[src/rtl/weight_pattern_pkg.sv]
// Shared types and helpers for the weight pattern generator.
// Holds the FSM state encoding and the top-k mask used to detect the final pattern.
package weight_pattern_pkg;

  localparam int MAX_WIDTH = 8;

  typedef enum logic [1:0] {
    IDLE = 2'd0,
    SCAN = 2'd1,
    HOLD = 2'd2
  } state_t;

  // k ones packed into the most significant of `width` bits; the last pattern in ascending order.
  function automatic logic [MAX_WIDTH-1:0] top_k_mask(input int k, input int width);
    logic [MAX_WIDTH-1:0] m;
    m = '0;
    for (int i = 0; i < MAX_WIDTH; i++) begin
      if ((i < width) && (i >= width - k)) m[i] = 1'b1;
    end
    return m;
  endfunction

endpackage

[src/rtl/weight_pattern_gen_bit_weight.sv]
// Combinational popcount of a WIDTH-bit word into CW bits.
module bit_weight #(
  parameter int WIDTH = 4,
  parameter int CW    = $clog2(WIDTH + 1)
) (
  input  logic [WIDTH-1:0] data,
  output logic [CW-1:0]    count
);

  always_comb begin
    count = '0;
    for (int i = 0; i < WIDTH; i++) begin
      count = count + CW'(data[i]);
    end
  end

endmodule

[src/rtl/weight_pattern_gen.sv]
// Enumerates every WIDTH-bit pattern with exactly k ones, ascending, on a valid/ready stream.
// Define WEIGHT_PATTERN_INDEX_EN to add the pat_index ordinal output.
module weight_pattern_gen
  import weight_pattern_pkg::*;
#(
  parameter int WIDTH = 4,
  parameter int CW    = $clog2(WIDTH + 1)
) (
  input  logic             clk,
  input  logic             rst_n,
  input  logic             req_valid,
  output logic             req_ready,
  input  logic [CW-1:0]    req_weight,
  output logic             pat_valid,
  input  logic             pat_ready,
  output logic [WIDTH-1:0] pat_data,
  output logic             pat_last,
  output logic             err,
  output logic             busy
`ifdef WEIGHT_PATTERN_INDEX_EN
  ,
  output logic [WIDTH-1:0] pat_index
`endif
);

  state_t               state_reg;
  logic [WIDTH-1:0]     cand_reg;
  logic [CW-1:0]        k_reg;
  logic [CW-1:0]        cand_weight;
  logic [MAX_WIDTH-1:0] last_mask;

  bit_weight #(
    .WIDTH (WIDTH),
    .CW    (CW)
  ) u_bit_weight (
    .data  (cand_reg),
    .count (cand_weight)
  );

  assign last_mask = top_k_mask(32'(k_reg), WIDTH);
  assign pat_last  = pat_valid & (MAX_WIDTH'(pat_data) == last_mask);
  assign req_ready = (state_reg == IDLE);
  assign busy      = (state_reg != IDLE);

  always_ff @(posedge clk or negedge rst_n) begin
    if (!rst_n) begin
      state_reg <= IDLE;
      cand_reg  <= '0;
      k_reg     <= '0;
      pat_valid <= 1'b0;
      pat_data  <= '0;
      err       <= 1'b0;
`ifdef WEIGHT_PATTERN_INDEX_EN
      pat_index <= '0;
`endif
    end else begin
      err <= 1'b0;
      case (state_reg)
        IDLE: begin
          if (req_valid) begin
            if (32'(req_weight) > WIDTH) begin
              err <= 1'b1;
            end else begin
              k_reg     <= req_weight;
              cand_reg  <= '0;
              state_reg <= SCAN;
`ifdef WEIGHT_PATTERN_INDEX_EN
              pat_index <= '0;
`endif
            end
          end
        end
        SCAN: begin
          // A match always exists at or below the top-k mask, so cand never wraps.
          if (cand_weight == k_reg) begin
            pat_data  <= cand_reg;
            pat_valid <= 1'b1;
            state_reg <= HOLD;
          end else begin
            cand_reg <= cand_reg + WIDTH'(1);
          end
        end
        HOLD: begin
          if (pat_ready) begin
            pat_valid <= 1'b0;
`ifdef WEIGHT_PATTERN_INDEX_EN
            pat_index <= pat_index + WIDTH'(1);
`endif
            if (pat_last) begin
              state_reg <= IDLE;
            end else begin
              cand_reg  <= pat_data + WIDTH'(1);
              state_reg <= SCAN;
            end
          end
        end
        default: state_reg <= IDLE;
      endcase
    end
  end

endmodule

[config.mk]
export PLATFORM = sky130hd
export DESIGN_NAME = weight_pattern_gen
export DESIGN_NICKNAME = d
export VERILOG_FILES = /design/src/rtl/weight_pattern_pkg.sv /design/src/rtl/weight_pattern_gen_bit_weight.sv /design/src/rtl/weight_pattern_gen.sv
export SDC_FILE = /design/constraint.sdc
export NUM_CORES = 1
export LEC_CHECK = 0
export ABC_AREA = 1
export BUFFER_PORTS_ARGS = -buffer_cell sky130_fd_sc_hd__buf_2
export CELL_PAD_IN_SITES_DETAIL_PLACEMENT = 1
export CELL_PAD_IN_SITES_GLOBAL_PLACEMENT = 1
export CORE_UTILIZATION = 40
export CTS_CLUSTER_DIAMETER = 100
export DETAILED_ROUTE_END_ITERATION = 6
export PLACE_DENSITY = 0.89
export SETUP_SLACK_MARGIN = 0.3
export SYNTH_ARGS = -nofsm -noshare
export SYNTH_HDL_FRONTEND = slang
export SYNTH_SLANG_ARGS = --single-unit
[constraint.sdc]
create_clock -name clk -period 2.66 [get_ports clk]
set_input_delay 0.532 -clock clk [delete_from_list [all_inputs] [get_ports clk]]
set_output_delay 0.532 -clock clk [all_outputs]
set_load 0.01 [all_outputs]
# [Word level (Yosys, flattened, before mapping)]
# Cells that the tools add are included.
[totals] reg_bits=15 latch_bits=0 ram_bits=0 rom_bits=0 input_bits=7 wordCells=60 mem_count=0
[classes] add_sub_neg=6 mul=0 n_div=0 order_cmp=5 n_eq_ne=10 shifts=0 mux=22 n_bitwise=2 reduce_logical=9
[op_table] cell="3-bit by 32-bit >= comparator with 1-bit output (first input constant)" count=2
[op_table] cell="1-bit by 32-bit >= comparator with 1-bit output (first input constant)" count=1
[op_table] cell="2-bit by 32-bit >= comparator with 1-bit output (first input constant)" count=1
[op_table] cell="4-bit two-way mux" count=5
[op_table] cell="2-bit inequality test (second input constant)" count=6
[op_table] cell="4-bit one-hot mux with 3 select lines" count=1
[op_table] cell="1-bit two-way mux" count=10
[op_table] cell="4-bit by 1-bit adder with 4-bit output (second input constant)" count=2
[op_table] cell="2-bit two-way mux" count=4
[op_table] cell="3-bit by 1-bit adder with 3-bit output" count=2
[op_table] cell="2-bit one-hot mux with 3 select lines" count=1
[op_table] cell="3-bit AND reduction" count=2
[op_table] cell="6-bit AND reduction" count=1
[op_table] cell="4-bit == test" count=1
[op_table] cell="4-bit AND reduction" count=1
[op_table] cell="2-bit nonzero test" count=2
[op_table] cell="3-bit by 3-bit subtractor with 4-bit output (first input constant)" count=1
[op_table] cell="3-bit == test" count=1
[op_table] cell="3-bit > comparator (second input constant)" count=1
[op_table] cell="3-bit nonzero test" count=1
[op_table] cell="1-bit by 1-bit adder with 2-bit output" count=1
[op_table] cell="2-bit by 1-bit == test with 1-bit output (second input constant)" count=1
[op_table] cell="2-bit == test (second input constant)" count=1
[op_table] cell="2-bit zero test" count=1
[op_table] cell="4 further kinds" count=4

# [Logic depth before layout (Yosys ltp)]
[depth] depth_word=8 ltp_mapped=15 ltp_nobuf=15

# [Modules after synthesis]
# From an unflattened synthesis, not the netlist that was laid out.
[hier_totals] cells_unflattened=150 area_unflattened_um2=1128.6
[by_module_without_submodules] module="weight_pattern_gen" instances=1 cells_per_inst=142 area_per_inst_um2=1064.8 seq_area_each_um2=375.4
[by_module_without_submodules] module="bit_weight" instances=1 cells_per_inst=8 area_per_inst_um2=63.8 seq_area_each_um2=0.0

# [Least setup slack after synthesis]
# No wires, ideal clock.
[synth_path] path_type="flip-flop to flip-flop" startpoint="reg cand_reg[0]" endpoint="reg state_reg[1]" setup_ns=0.124 arrival_ns=2.032 required_ns=2.536 slack_ns=0.505 stages_incl_launch_ff=13 path_buffers=0 synth_period_minus_slack_ns=2.155 cell_sequence="dfrtp_1 ha_1 inv_1 fa_1 inv_1 ha_1 xor2_1 nor2_1 nand2_1 a21oi_1 nand3_1 nor2_1 a21oi_1"
[synth_between] elab_chain_cells=6
[synth_rtl] item="start: declaration" line_no="weight_pattern_gen.sv:27" text="logic [WIDTH-1:0] cand_reg;"
[synth_rtl] item="start signal: assignment" line_no="weight_pattern_gen.sv:80" text="cand_reg <= cand_reg + WIDTH'(1);"
[synth_rtl] item="start signal: assignment" line_no="weight_pattern_gen.sv:92" text="cand_reg <= pat_data + WIDTH'(1);"
[synth_rtl] item="1-bit by 1-bit adder with 2-bit output" line_no="weight_pattern_gen_bit_weight.sv:13" text="count = count + CW'(data[i]);"
[synth_rtl] item="3-bit by 1-bit adder with 3-bit output (2 in a row)" line_no="weight_pattern_gen_bit_weight.sv:13"
[synth_rtl] item="3-bit == test" line_no="weight_pattern_gen.sv:75" text="if (cand_weight == k_reg) begin"
[synth_rtl] item="2-bit inequality test (no line)"
[synth_rtl] item="4-bit AND reduction (no line)"
[synth_rtl] item="end signal: assignment" line_no="weight_pattern_gen.sv:78" text="state_reg <= HOLD;"
[synth_rtl] item="end signal: assignment" line_no="weight_pattern_gen.sv:90" text="state_reg <= IDLE;"
[synth_rtl] item="end signal: assignment" line_no="weight_pattern_gen.sv:93" text="state_reg <= SCAN;"
[synth_rtl] item="end: declaration" line_no="weight_pattern_gen.sv:26" text="state_t state_reg;"
# No other way between the ends.
# A chain may end at the register's enable or synchronous reset.

# [Worst setup path after layout]
[layout_path] startpoint="reg cand_reg[1]" endpoint="reg state_reg[0]"
# The elaborated chain is that of the path after synthesis.

==> results by group <==
Status
  – Status: finished, final reports clean

Synthesis
  – Cell area after synthesis: 1060 um2
  – Cell count after synthesis: 146
  – Synth area leaders: dfrtp_1, nand2_1, ha_1
  – Area leader, netlist: dfrtp_1
  – Synth top area share: 35.3%
  – Yosys Warn Count: 0
  – Yosys cell types: 21
  – Post-Syn Nets: 164
  – Synth Area per Inst: 7.29 um2
  – Seq cells post-synth: 15
  – Sequential area share after synthesis: 35.3%

Power
  – LEAKAGE: 0.757 nW
  – Peak supply drop: 685 uV
  – Power Density: 1310 nW/um2

Floorplanning
  – DIE HEIGHT: 53.6 um
  – Full die area: 2870 um2
  – Core area: 2500 um2
  – Die X-Extent: 53.6 um
  – IO Count: 16
  – Starting Density: 42.6%
  – Row count: 18

Final layout
  – Filler Cells Inserted: 319
  – Synth-to-Final Area Change: 31.1%
  – Most frequent cells in the layout: nand2_1, inv_1, buf_2
  – NumNets Final: 197
  – Layout cells sized above 1: 35.4%
  – Finished Layout Cells: 208
  – Fin area: 1400 um2
  – Antenna cells: 0
  – Commonest non-fill, non-tap cell in the layout: nand2_1

STA
  – Slew @ Worst Pin: 0.350 ns
  – Slew Viols, Final: 0
  – Fin crit share: 92.6%
  – Rel. slew slack: 76.7%
  – RSZ-0062 raised after global routing: yes
  – Fmax: 406 MHz
  – Setup ws final: 0.197 ns
  – Worst Clk Skew: 0.00581 ns
  – TNS Setup: 0 ns
  – Final Hold Viols: 0
  – Count of final setup violators: 0
  – Clock period minus worst slack: 2.46 ns

Global routing
  – GRT Util Overall: 25.2%
  – Largest net degree at the start of global routing: 16
  – Total gr overflow: 0
  – Vias in the first global route: 1115
  – Initial antenna violation count: 0
  – First-pass GRT wire length: 4.97 mm

Drt
  – Final wirelength: 3.51 mm
  – Remaining routing DRC violations: 0
  – Avg Vias per Cell: 5.27
  – Vias: 1096
  – WL per Instance: 16.9 um
  – Final antenna-violating net count: 0
  – Starting DRT DRC Count: 20
  – First-pass iteration count of the detailed router: 4

Placed design
  – Dpl cells: 191
  – DP Worst Slack: 0.227 ns
  – Dpl hpwl: 2.32 mm
  – Placed cell areas: 1180 um2
  – Buffers on Ports: 15
  – Routability Congestion: 0.849

Clock tree
  – Post-CTS Hold Fix Bufs: 0
  – Root buf cell: clkbuf_4
  – # clock sinks: 15
  – CTS tree: yes
  – Clock-pin slew on the worst setup and hold paths: 0.10 ns
  – Longest Clk Path Bufs: 2
  – CTS buffer count: 3
  – Worst skew pair latency: 0.29 ns
  – H-tree depth: 1

Critical path
  – Critical path, cell by cell: ha_1 -> inv_2 -> fa_2 -> inv_2 -> ha_4 -> xor2_1 -> nor2_1 -> nand2_1 -> a21oi_2 -> nand3_2 -> nor2_1 -> nand2_1 -> nand2_1
  – Max stage delay on crit path: 0.43 ns
  – Flop2flop setup slack: 0.20 ns
  – Arrival @ worst endpoint: 2.71 ns
  – Max FO, Critical Path: 4
  – FF-to-FF Start: cand_reg[1]
  – R2R cell count: 13
  – CP Data Required Time: 2.90 ns
  – Crit. Startpoint: cand_reg[1]
  – Worst setup endpoint: state_reg[0]
  – CP max-delay cell: dfrtp_1
  – Most frequent CP cell: nand2_1
  – Setup crit end kind: flip-flop
  – Kind of critical path: flip-flop to flip-flop
  – Reg-to-reg endpoint: state_reg[0]
  – Worst Setup Start Kind: flip-flop

Hold path
  – Hold WC Path Type: primary input to asynchronous set/reset pin

Run
  – Max-cap violations: 0
worst min-delay path by stage:
stage / endpoint / slack, ns / cells past startpoint
final: pat_data[3] / 0.13 / 1
after global routing: pat_data[2] / 0.14 / 1
after global placement: cand_reg[1] / 0.45 / 1
after CTS: state_reg[1] / 0.15 / 1
after detailed placement: pat_data[1] / 0.46 / 1
after floorplan: cand_reg[0] / 0.24 / 0
final cells by class:
cell class	count	area, um2	area share [%]
multi-input cells	106	686	49.1
flip-flops and latches	15	378	27.1
repair buffers	28	173	12.4
inverters	25	95.1	6.81
well taps	30	37.5	2.69
clock buffers	3	22.5	1.61
clock inverters	1	5.00	0.358
worst max-delay path: cells and delay by family (launching register included):
kind            cells  cell delay (ns)
simple gates        6             0.67
fa+ha+maj           3             0.85
flops               1             0.43
compound gates      1             0.20
buf+inv             2             0.12
xor+xnor            1             0.14
routing by layer:
layer  part of all wire [%]  global-route usage (%)
met1                     40                    27.5
met2                     56                    48.5
met3                    2.2                    3.39
met4                    2.3                    9.65
met5                      0                       0
report_power, final:
part	switching, W	total [W]	internal, W
Combinational	0.000801	0.00129	0.000485
Sequential	0.0000865	0.000404	0.000318
Clock	0.0000831	0.000139	0.0000560
Total	0.000971	0.00183	0.000859
timing repair:
item	in CTS	in global routing
endpoints found under the setup margin	7	10
setup buffers	7	6
pin swaps	3	12
gates resized for setup	10	17
cell families after synthesis:
group	share of synthesized area, %
AOI/OAI and AO/OA	8.34
DFF	35.3
xor gates and xnor gates	4.11
buffers and inverters	8.81
adders and majority gates	13.6
and+or+nand+nor	29.8
Yosys cell counts:
| cell | n |
|---|---|
| a21oi_1 | 4 |
| clkinv_1 | 1 |
| dfrtp_1 | 15 |
| fa_1 | 1 |
| ha_1 | 10 |
| inv_1 | 23 |
| inv_2 | 1 |
| nand2_1 | 39 |
| nand2_2 | 2 |
| nand3_1 | 13 |
| nand3_2 | 1 |
| nand3b_1 | 1 |
| nand4_1 | 1 |
| nor2_1 | 12 |
| nor2_2 | 3 |
| o21ai_0 | 10 |
| o21ai_1 | 2 |
| o21ai_2 | 1 |
| or2_2 | 1 |
| xnor2_1 | 4 |
| xor2_1 | 1 |
through the flow:
step | hold WS, ns | utilization, % | power (W)
finish | 0.126 | 55.9 | 0.00183
global placement | 0.452 | 47.1 | 0.00130
CTS | 0.150 | 51.7 | 0.00163
floorplan | 0.236 | - | 0.00110
detailed placement | 0.462 | 47.1 | 0.00138
global route | 0.140 | 55.9 | 0.00199
(Power assumes the default switching activity.)
